===== src/rtl/reg_arb_pkg.sv =====
// Shared constants and FSM encoding for the register-bank access arbiter.
// Optional range checking is selected by REG_ARB_RANGE_CHECK_EN in the top.
package reg_arb_pkg;

    localparam int unsigned ADDR_W   = 8;
    localparam int unsigned DATA_W   = 8;
    localparam int unsigned NUM_REGS = 16;

    localparam logic PORT_A = 1'b0;
    localparam logic PORT_B = 1'b1;

    typedef enum logic [1:0] {
        IDLE  = 2'd0,
        ISSUE = 2'd1,
        CAPT  = 2'd2
    } state_e;

endpackage


===== src/rtl/reg_access_arbiter_rr_arb2.sv =====
// Two-way round-robin picker: one-hot grant from the request pair and the
// pointer, plus the pointer value to use once a grant is taken.
module rr_arb2
    import reg_arb_pkg::*;
(
    input  logic [1:0] req_i,
    input  logic       ptr_i,
    input  logic       advance_i,
    output logic [1:0] gnt_c_o,
    output logic       ptr_nxt_c_o
);

    always_comb begin
        gnt_c_o     = 2'b00;
        ptr_nxt_c_o = ptr_i;
        case (req_i)
            2'b01:   gnt_c_o = 2'b01;
            2'b10:   gnt_c_o = 2'b10;
            2'b11:   gnt_c_o = (ptr_i == PORT_B) ? 2'b10 : 2'b01;
            default: gnt_c_o = 2'b00;
        endcase
        // The port just served goes to the back of the line.
        if (advance_i && gnt_c_o[PORT_A]) begin
            ptr_nxt_c_o = PORT_B;
        end
        if (advance_i && gnt_c_o[PORT_B]) begin
            ptr_nxt_c_o = PORT_A;
        end
    end

endmodule


===== src/rtl/reg_access_arbiter.sv =====
// Arbitrates I2C (port A) and host (port B) accesses onto a single-port register bank.
// Define REG_ARB_RANGE_CHECK_EN to block and flag accesses at or above NUM_REGS.
module reg_access_arbiter #(
    parameter int unsigned ADDR_W   = reg_arb_pkg::ADDR_W,
    parameter int unsigned DATA_W   = reg_arb_pkg::DATA_W,
    parameter int unsigned NUM_REGS = reg_arb_pkg::NUM_REGS
) (
    input  logic              clk_i,
    input  logic              rst_i,
    input  logic              a_req_i,
    input  logic              a_we_i,
    input  logic [ADDR_W-1:0] a_addr_i,
    input  logic [DATA_W-1:0] a_wdata_i,
    output logic              a_ack_o,
    output logic [DATA_W-1:0] a_rdata_o,
    output logic              a_err_o,
    input  logic              b_req_i,
    input  logic              b_we_i,
    input  logic [ADDR_W-1:0] b_addr_i,
    input  logic [DATA_W-1:0] b_wdata_i,
    output logic              b_ack_o,
    output logic [DATA_W-1:0] b_rdata_o,
    output logic              b_err_o,
    output logic [ADDR_W-1:0] reg_addr_o,
    output logic [DATA_W-1:0] reg_din_o,
    output logic              reg_we_o,
    input  logic [DATA_W-1:0] reg_dout_i,
    output logic              busy_o
);
    import reg_arb_pkg::*;

    state_e            state_q, state_d;
    logic              ptr_q, ptr_d;
    logic              owner_q, owner_d;
    logic              we_q, we_d;
    logic              oor_q, oor_d;
    logic [ADDR_W-1:0] reg_addr_q, reg_addr_d;
    logic [DATA_W-1:0] reg_din_q, reg_din_d;
    logic              reg_we_q, reg_we_d;
    logic              a_ack_q, a_ack_d, b_ack_q, b_ack_d;
    logic              a_err_q, a_err_d, b_err_q, b_err_d;
    logic [DATA_W-1:0] a_rdata_q, a_rdata_d, b_rdata_q, b_rdata_d;
    logic              busy_q, busy_d;

    logic [1:0]        elig_c, gnt_c;
    logic              ptr_nxt_c, grant_b_c, sel_we_c, sel_oor_c;
    logic [ADDR_W-1:0] sel_addr_c;
    logic [DATA_W-1:0] sel_wdata_c;

    // A port is not eligible in the cycle its ack is high, so a held req is a new request.
    assign elig_c = {b_req_i & ~b_ack_q, a_req_i & ~a_ack_q};

    rr_arb2 u_rr_arb2 (
        .req_i       (elig_c),
        .ptr_i       (ptr_q),
        .advance_i   (state_q == IDLE),
        .gnt_c_o     (gnt_c),
        .ptr_nxt_c_o (ptr_nxt_c)
    );

    assign grant_b_c   = gnt_c[PORT_B];
    assign sel_we_c    = grant_b_c ? b_we_i    : a_we_i;
    assign sel_addr_c  = grant_b_c ? b_addr_i  : a_addr_i;
    assign sel_wdata_c = grant_b_c ? b_wdata_i : a_wdata_i;

`ifdef REG_ARB_RANGE_CHECK_EN
    assign sel_oor_c = (32'(sel_addr_c) >= NUM_REGS);
`else
    assign sel_oor_c = 1'b0;
`endif

    always_comb begin
        state_d    = state_q;
        ptr_d      = ptr_q;
        owner_d    = owner_q;
        we_d       = we_q;
        oor_d      = oor_q;
        reg_addr_d = reg_addr_q;
        reg_din_d  = reg_din_q;
        reg_we_d   = 1'b0;
        a_ack_d    = 1'b0;
        b_ack_d    = 1'b0;
        a_err_d    = a_err_q;
        b_err_d    = b_err_q;
        a_rdata_d  = a_rdata_q;
        b_rdata_d  = b_rdata_q;

        case (state_q)
            IDLE: begin
                if (gnt_c != 2'b00) begin
                    state_d    = ISSUE;
                    ptr_d      = ptr_nxt_c;
                    owner_d    = grant_b_c ? PORT_B : PORT_A;
                    we_d       = sel_we_c;
                    oor_d      = sel_oor_c;
                    reg_addr_d = sel_addr_c;
                    reg_din_d  = sel_wdata_c;
                    reg_we_d   = sel_we_c & ~sel_oor_c;
                end
            end
            ISSUE: begin
                state_d = CAPT;
            end
            CAPT: begin
                // Bank output now reflects the issued address.
                state_d = IDLE;
                if (owner_q == PORT_A) begin
                    a_ack_d = 1'b1;
                    a_err_d = oor_q;
                    if (!we_q) begin
                        a_rdata_d = oor_q ? '0 : reg_dout_i;
                    end
                end else begin
                    b_ack_d = 1'b1;
                    b_err_d = oor_q;
                    if (!we_q) begin
                        b_rdata_d = oor_q ? '0 : reg_dout_i;
                    end
                end
            end
            default: begin
                state_d = IDLE;
            end
        endcase

        busy_d = (state_d != IDLE);
    end

    always_ff @(posedge clk_i) begin
        if (rst_i) begin
            state_q    <= IDLE;
            ptr_q      <= PORT_A;
            owner_q    <= PORT_A;
            we_q       <= 1'b0;
            oor_q      <= 1'b0;
            reg_addr_q <= '0;
            reg_din_q  <= '0;
            reg_we_q   <= 1'b0;
            a_ack_q    <= 1'b0;
            b_ack_q    <= 1'b0;
            a_err_q    <= 1'b0;
            b_err_q    <= 1'b0;
            a_rdata_q  <= '0;
            b_rdata_q  <= '0;
            busy_q     <= 1'b0;
        end else begin
            state_q    <= state_d;
            ptr_q      <= ptr_d;
            owner_q    <= owner_d;
            we_q       <= we_d;
            oor_q      <= oor_d;
            reg_addr_q <= reg_addr_d;
            reg_din_q  <= reg_din_d;
            reg_we_q   <= reg_we_d;
            a_ack_q    <= a_ack_d;
            b_ack_q    <= b_ack_d;
            a_err_q    <= a_err_d;
            b_err_q    <= b_err_d;
            a_rdata_q  <= a_rdata_d;
            b_rdata_q  <= b_rdata_d;
            busy_q     <= busy_d;
        end
    end

    assign a_ack_o    = a_ack_q;
    assign a_err_o    = a_err_q;
    assign a_rdata_o  = a_rdata_q;
    assign b_ack_o    = b_ack_q;
    assign b_err_o    = b_err_q;
    assign b_rdata_o  = b_rdata_q;
    assign reg_addr_o = reg_addr_q;
    assign reg_din_o  = reg_din_q;
    assign busy_o     = busy_q;
    // A reset landing on the issue cycle must also cancel the bank write.
    assign reg_we_o   = reg_we_q & ~rst_i;

endmodule


===== config.mk =====
export PLATFORM = sky130hd
export DESIGN_NAME = reg_access_arbiter
export DESIGN_NICKNAME = d
export VERILOG_FILES = /design/src/rtl/reg_arb_pkg.sv /design/src/rtl/reg_access_arbiter_rr_arb2.sv /design/src/rtl/reg_access_arbiter.sv
export SDC_FILE = /design/constraint.sdc
export NUM_CORES = 1
export LEC_CHECK = 0
export ABC_AREA = 1
export BUFFER_PORTS_ARGS = -buffer_cell sky130_fd_sc_hd__buf_2
export CORE_MARGIN = 2
export CORE_UTILIZATION = 40
export DETAILED_ROUTE_END_ITERATION = 10
export PLACE_DENSITY = 0.7
export SYNTH_ARGS = -nofsm -noshare
export SYNTH_HDL_FRONTEND = slang
export SYNTH_SLANG_ARGS = --single-unit

===== constraint.sdc =====
create_clock -name clk_i -period 3.4 [get_ports clk_i]
set_clock_uncertainty 0.05 [all_clocks]
set_input_delay 0.51 -clock clk_i [delete_from_list [all_inputs] [get_ports clk_i]]
set_output_delay 0.51 -clock clk_i [all_outputs]
set_load 0.01 [all_outputs]

## Word-level counts from Yosys, hierarchy flattened

Cells that the tools add are included.

| cells by class | value |
|---|---|
| equal/unequal tests | 5 |
| mux-type cells | 12 |
| bitwise operators | 11 |
| reductions and logical operators | 12 |

Operator list:

| operator | number |
|---|---|
| 8-bit two-way mux | 2 |
| 3-bit AND reduction | 3 |
| 1-bit NOT | 8 |
| 2-bit == test (second input constant) | 3 |
| 1-bit two-way mux | 6 |
| 2-bit case mux with 3 select lines | 1 |
| 2-bit nonzero test | 3 |
| 2-bit by 1-bit == test with 1-bit output (second input constant) | 2 |
| 2-bit two-way mux | 2 |
| 2-bit case mux with 2 select lines | 1 |
| 1-bit bitwise AND | 3 |
| 3-bit OR reduction | 1 |
| 1-bit logical AND | 2 |
| 2-bit zero test | 1 |
| 2-bit AND reduction | 1 |
| 2-bit OR reduction | 1 |

| storage, ports and cells | value |
|---|---|
| flip-flop bits (word level) | 41 |
| bits of input ports | 46 |
| output and inout port bits | 38 |
| word-level logic and storage cells | 52 |

## Depth between registers and ports, before layout

| depth | value |
|---|---|
| depth after elaboration | 8 |
| depth in mapped cells | 8 |
| depth with buffers taken out | 8 |

## By module

A second synthesis with hierarchy kept.

| second synthesis, totals | value |
|---|---|
| cell total of the unflattened synthesis | 305 |
| area total of the unflattened synthesis | 1989.4 µm² |

Modules (own cells, without submodules):

| module | instances | cells each | area each (µm²) | sequential area each (µm²) |
|---|---|---|---|---|
| reg_access_arbiter | 1 | 298 | 1954.4 | 820.8 |
| rr_arb2 | 1 | 7 | 35.0 | 0.0 |

## Worst setup path after synthesis

Ideal clock, no wire load.

| path | value |
|---|---|
| path kind | input port to output port |
| start | input port rst_i |
| end | output port reg_we_o |
| arrival | 0.831 ns |
| required time | 2.840 ns |
| path slack | 2.009 ns |
| cell stages on the path | 2 |
| buffers on the path | 1 |
| path through | buf_2 nor2_1 |

| on the way | value |
|---|---|
| cells in the longest elaborated chain, start to end | 2 |

RTL lines:

| item | RTL line | RTL |
|---|---|---|
| from (decl) | reg_access_arbiter.sv:9 | `input logic rst_i,` |
| 1-bit NOT | reg_access_arbiter.sv:175 | `assign reg_we_o = reg_we_q & ~rst_i;` |
| 1-bit bitwise AND | reg_access_arbiter.sv:175 |  |
| to (decl) | reg_access_arbiter.sv:26 | `output logic reg_we_o,` |

No other way between the ends.

## Final worst setup path

| path | value |
|---|---|
| start | register a_ack_q (netlist: a_ack_o) |
| end | register we_q |

| on the way | value |
|---|---|
| cells in the longest elaborated chain, start to end | 6 |
| elaborated cells on any way between the ends | 9 |
| those cells by class | eq/ne (3); mux (2); bitwise (2); reduce/logical (2) |

RTL lines:

| item | RTL line | RTL |
|---|---|---|
| from (decl) | reg_access_arbiter.sv:40 | `logic a_ack_q, a_ack_d, b_ack_q, b_ack_d;` |
| from (signal assigned) | reg_access_arbiter.sv:155 | `a_ack_q <= a_ack_d;` |
| 1-bit NOT (*) | reg_access_arbiter.sv:51 | `assign elig_c = {b_req_i & ~b_ack_q, a_req_i & ~a_ack_q};` |
| 1-bit bitwise AND (*) | reg_access_arbiter.sv:51 |  |
| 2-bit == test / 2-bit by 1-bit == test with 1-bit output (equally long branches) | reg_access_arbiter_rr_arb2.sv:16 | `case (req_i)` |
| 2-bit case mux with 3 select lines (*) | reg_access_arbiter_rr_arb2.sv:16 |  |
| 2-bit nonzero test | reg_access_arbiter.sv:90 | `if (gnt_c != 2'b00) begin` |
| 2-bit AND reduction (no line) | n/a |  |
| to (signal assigned) | reg_access_arbiter.sv:150 | `we_q <= we_d;` |
| to (decl) | reg_access_arbiter.sv:35 | `logic we_q, we_d;` |

Mark *: on every way between the ends. The rest lies on a longest branch, timed or not.
A chain may end at the register's enable or synchronous reset.

==> key figures <==
Outcome
  – Outcome: complete, no violations

Timing
  – Hold Worst Slack: 0.418 ns
  – Fmax: 667 MHz
  – Crit share post-route: 44.1%
  – Final worst slack: 1.90 ns
  – Final setup violation count: 0
  – Setup TNS: 0 ns
  – Pins Over Slew Limit: 0
  – Slew HR: 41.8%
  – Slew @ Worst Pin: 0.872 ns
  – Final worst path period need: 1.50 ns
  – Final Hold Viols: 0
  – RSZ-0062 raised after global routing: false

Finish
  – Number of inserted diodes: 0
  – Non-filler cells, final: 403
  – Post-route cell area: 2400 um2
  – Layout cells sized above 1: 28.8%
  – Final #Nets: 396
  – Post-layout util: 54.1%
  – Area growth from synthesis to layout: 27.9%

Detailed routing
  – Routed wire length per instance: 10.3 um
  – Initial DRT Pass Iterations: 4
  – DR vias: 1843
  – Via density: 4.57
  – Final ANT Viol Nets: 0
  – DR iter-0 viols: 38
  – Drc violations: 0
  – Routed Wire Length: 4160 um

Global route
  – Largest net degree at the start of global routing: 36
  – First-pass GRT wire length: 7020 um
  – Total grt overflow: 0
  – Total GRT Usage: 16.8%
  – Vias in the first global route: 1678
  – Initial antenna violation count: 0

Floorplan
  – Row count: 24
  – Die Width: 72.5 um
  – Die area: 5260 um2
  – Core Area: 4440 um2
  – Die H: 72.5 um
  – I/O Pins: 84
  – Initial Util: 42.3%

Placed design
  – Port Buffers: 81
  – Placed Area: 2270 um2
  – Placer Congestion: 0.817
  – Post-DP HPWL: 3000 um
  – Post-Place Cells: 395
  – Pre-CTS setup slack: 1.61 ns

Critical path
  – Largest fanout on the critical path: 21
  – CP Capture Type: flop
  – Critical R2R Launch: a_ack_o$_SDFF_PP0_
  – Worst EP required: 3.53 ns
  – CP Data Arrival Time: 1.63 ns
  – RR Endpoint: we_q$_SDFFE_PP0P_
  – Critical path class: reg2reg
  – R2r worst-path depth: 7
  – Crit start category: flop
  – R2R Setup Slk: 1.90 ns

Synth
  – Netlist cell types: 20
  – Mapped Avg Cell Area: 6.81 um2
  – Synth top area cells: dfxtp_1, nor2_1, nand2_1, a21boi_0, nand3_1
  – Post-synthesis sequential area ratio: 43.7%
  – Syn Std Cell Area: 1880 um2
  – Synth Warn #: 0
  – Post-Syn Instances: 276
  – Area leader, netlist: dfxtp_1
  – Synth Register Bits: 41
  – Share of the synthesized area in the top cell type: 43.7%

Clocking
  – CTS resizes: 0
  – Clk_lat worst skew: 0.29 ns
  – Root Buffer: clkbuf_8
  – CTS hold repair buffers: 0
  – Clk buf depth: 2
  – Clock-pin slew on the worst setup and hold paths: 0.08 ns
  – Post-CTS Setup Bufs: 0
  – H-Tree Depth: 2
  – CTS tree: done
  – CTS Sinks: 41
  – Total CTS buffers: 5

Power
  – Total power: 1.23 mW
  – Leakage: 1.27 nW
  – P per Cell Area: 511 nW/um2
  – VDD IR-drop max: 0.236 mV

Hold path
  – Worst Hold Class: in2reg
  – Hold Path End: busy_o$_SDFF_PP0_
  – Min-delay src: rst_i
  – Hold path depth: 2

Run
  – Max cap viols: 0
[flip-flops by register name, indices dropped and copies added, names as in the netlist]
signal      count
a_ack_o         1
a_rdata_o       8
b_ack_o         1
b_rdata_o       8
busy_o          1
owner_q         1
ptr_q           1
reg_addr_o      8
reg_din_o       8
reg_we_q        1
state_q         2
we_q            1
[synthesized netlist by cell type (all sizes together)]
library cell and instances:
clkbuf 2, a21boi 16, a21oi 4, inv 30, conb 1, nor3 2, buf 13, nor2 69
nand3 22, nand2 60, o21ai 16, dfxtp 41
[report_power, final]
| part | switching, mW | internal (mW) | total (mW) |
|---|---|---|---|
| logic | 0.141 | 0.0921 | 0.233 |
| clock network | 0.167 | 0.292 | 0.459 |
| registers | 0.0187 | 0.519 | 0.537 |
| total | 0.327 | 0.903 | 1.23 |
[critical path, stage by stage (launching register included)]
cell	delay [ns]
dfxtp_1	0.35
inv_2	0.05
nand2_1	0.11
nand2_1	0.07
nand2_1	0.49
nor2_1	0.11
nand2_1	0.12
nand2_1	0.05
[cells by family (layout without fill, tap and decap cells)]
| kind of cell | Yosys count | in the layout | synth area share (%) |
|---|---|---|---|
| flops | 41 | 41 | 43.7 |
| buf+inv | 45 | 119 | 10.5 |
| compound gates | 36 | 36 | 12.3 |
| simple gates | 153 | 153 | 33.4 |
| other cells | 1 | 2 | 0.200 |
[layout make-up]
type	count	area, um2
Clock buffer	5	68.8
Fill cell	471	2040
Timing Repair Buffer	81	405
Multi-Input combinational cell	191	866
Inverter	30	113
Tap cell	52	65.1
Clock inverter	3	65.1
Sequential cell	41	821
[metal layers]
metal | share of wire, % | GRT usage, % | up-vias | routed length (um)
met3 | 8.7 | 6.39 | 6 | 360
met5 | 0 | 0 | - | 0
li1 | - | - | 994 | -
met1 | 46 | 19.0 | 770 | 1910
met2 | 44 | 29.7 | 73 | 1840
met4 | 1.0 | 3.91 | 0 | 42
[cell usage in the layout (no fill, tap or decap), drive strengths merged]
cell type  instances
dfxtp             41
buf               81
clkinv             1
a21boi            16
inv               30
conb               2
bufinv             2
nand2             60
o21ai             16
clkbuf             5
nor2              69
a21oi              4
nand3             22
nor3               2
[worst max path at each step]
stage	startpoint	to	slack, ns
6_report	a_ack_o$_SDFF_PP0_	we_q$_SDFFE_PP0P_	1.90
5_1_grt	a_ack_o$_SDFF_PP0_	reg_addr_o[2]$_SDFFE_PP0P_	1.65
4_1_cts	a_ack_o$_SDFF_PP0_	we_q$_SDFFE_PP0P_	1.88
3_5_place_dp	rst_i	b_rdata_o[3]$_SDFFE_PP0P_	1.61
3_3_place_gp	a_req_i	we_q$_SDFFE_PP0P_	1.62
2_1_floorplan	rst_i	reg_we_o	2.01
Note: power is estimated with default switching activity, not from simulation.
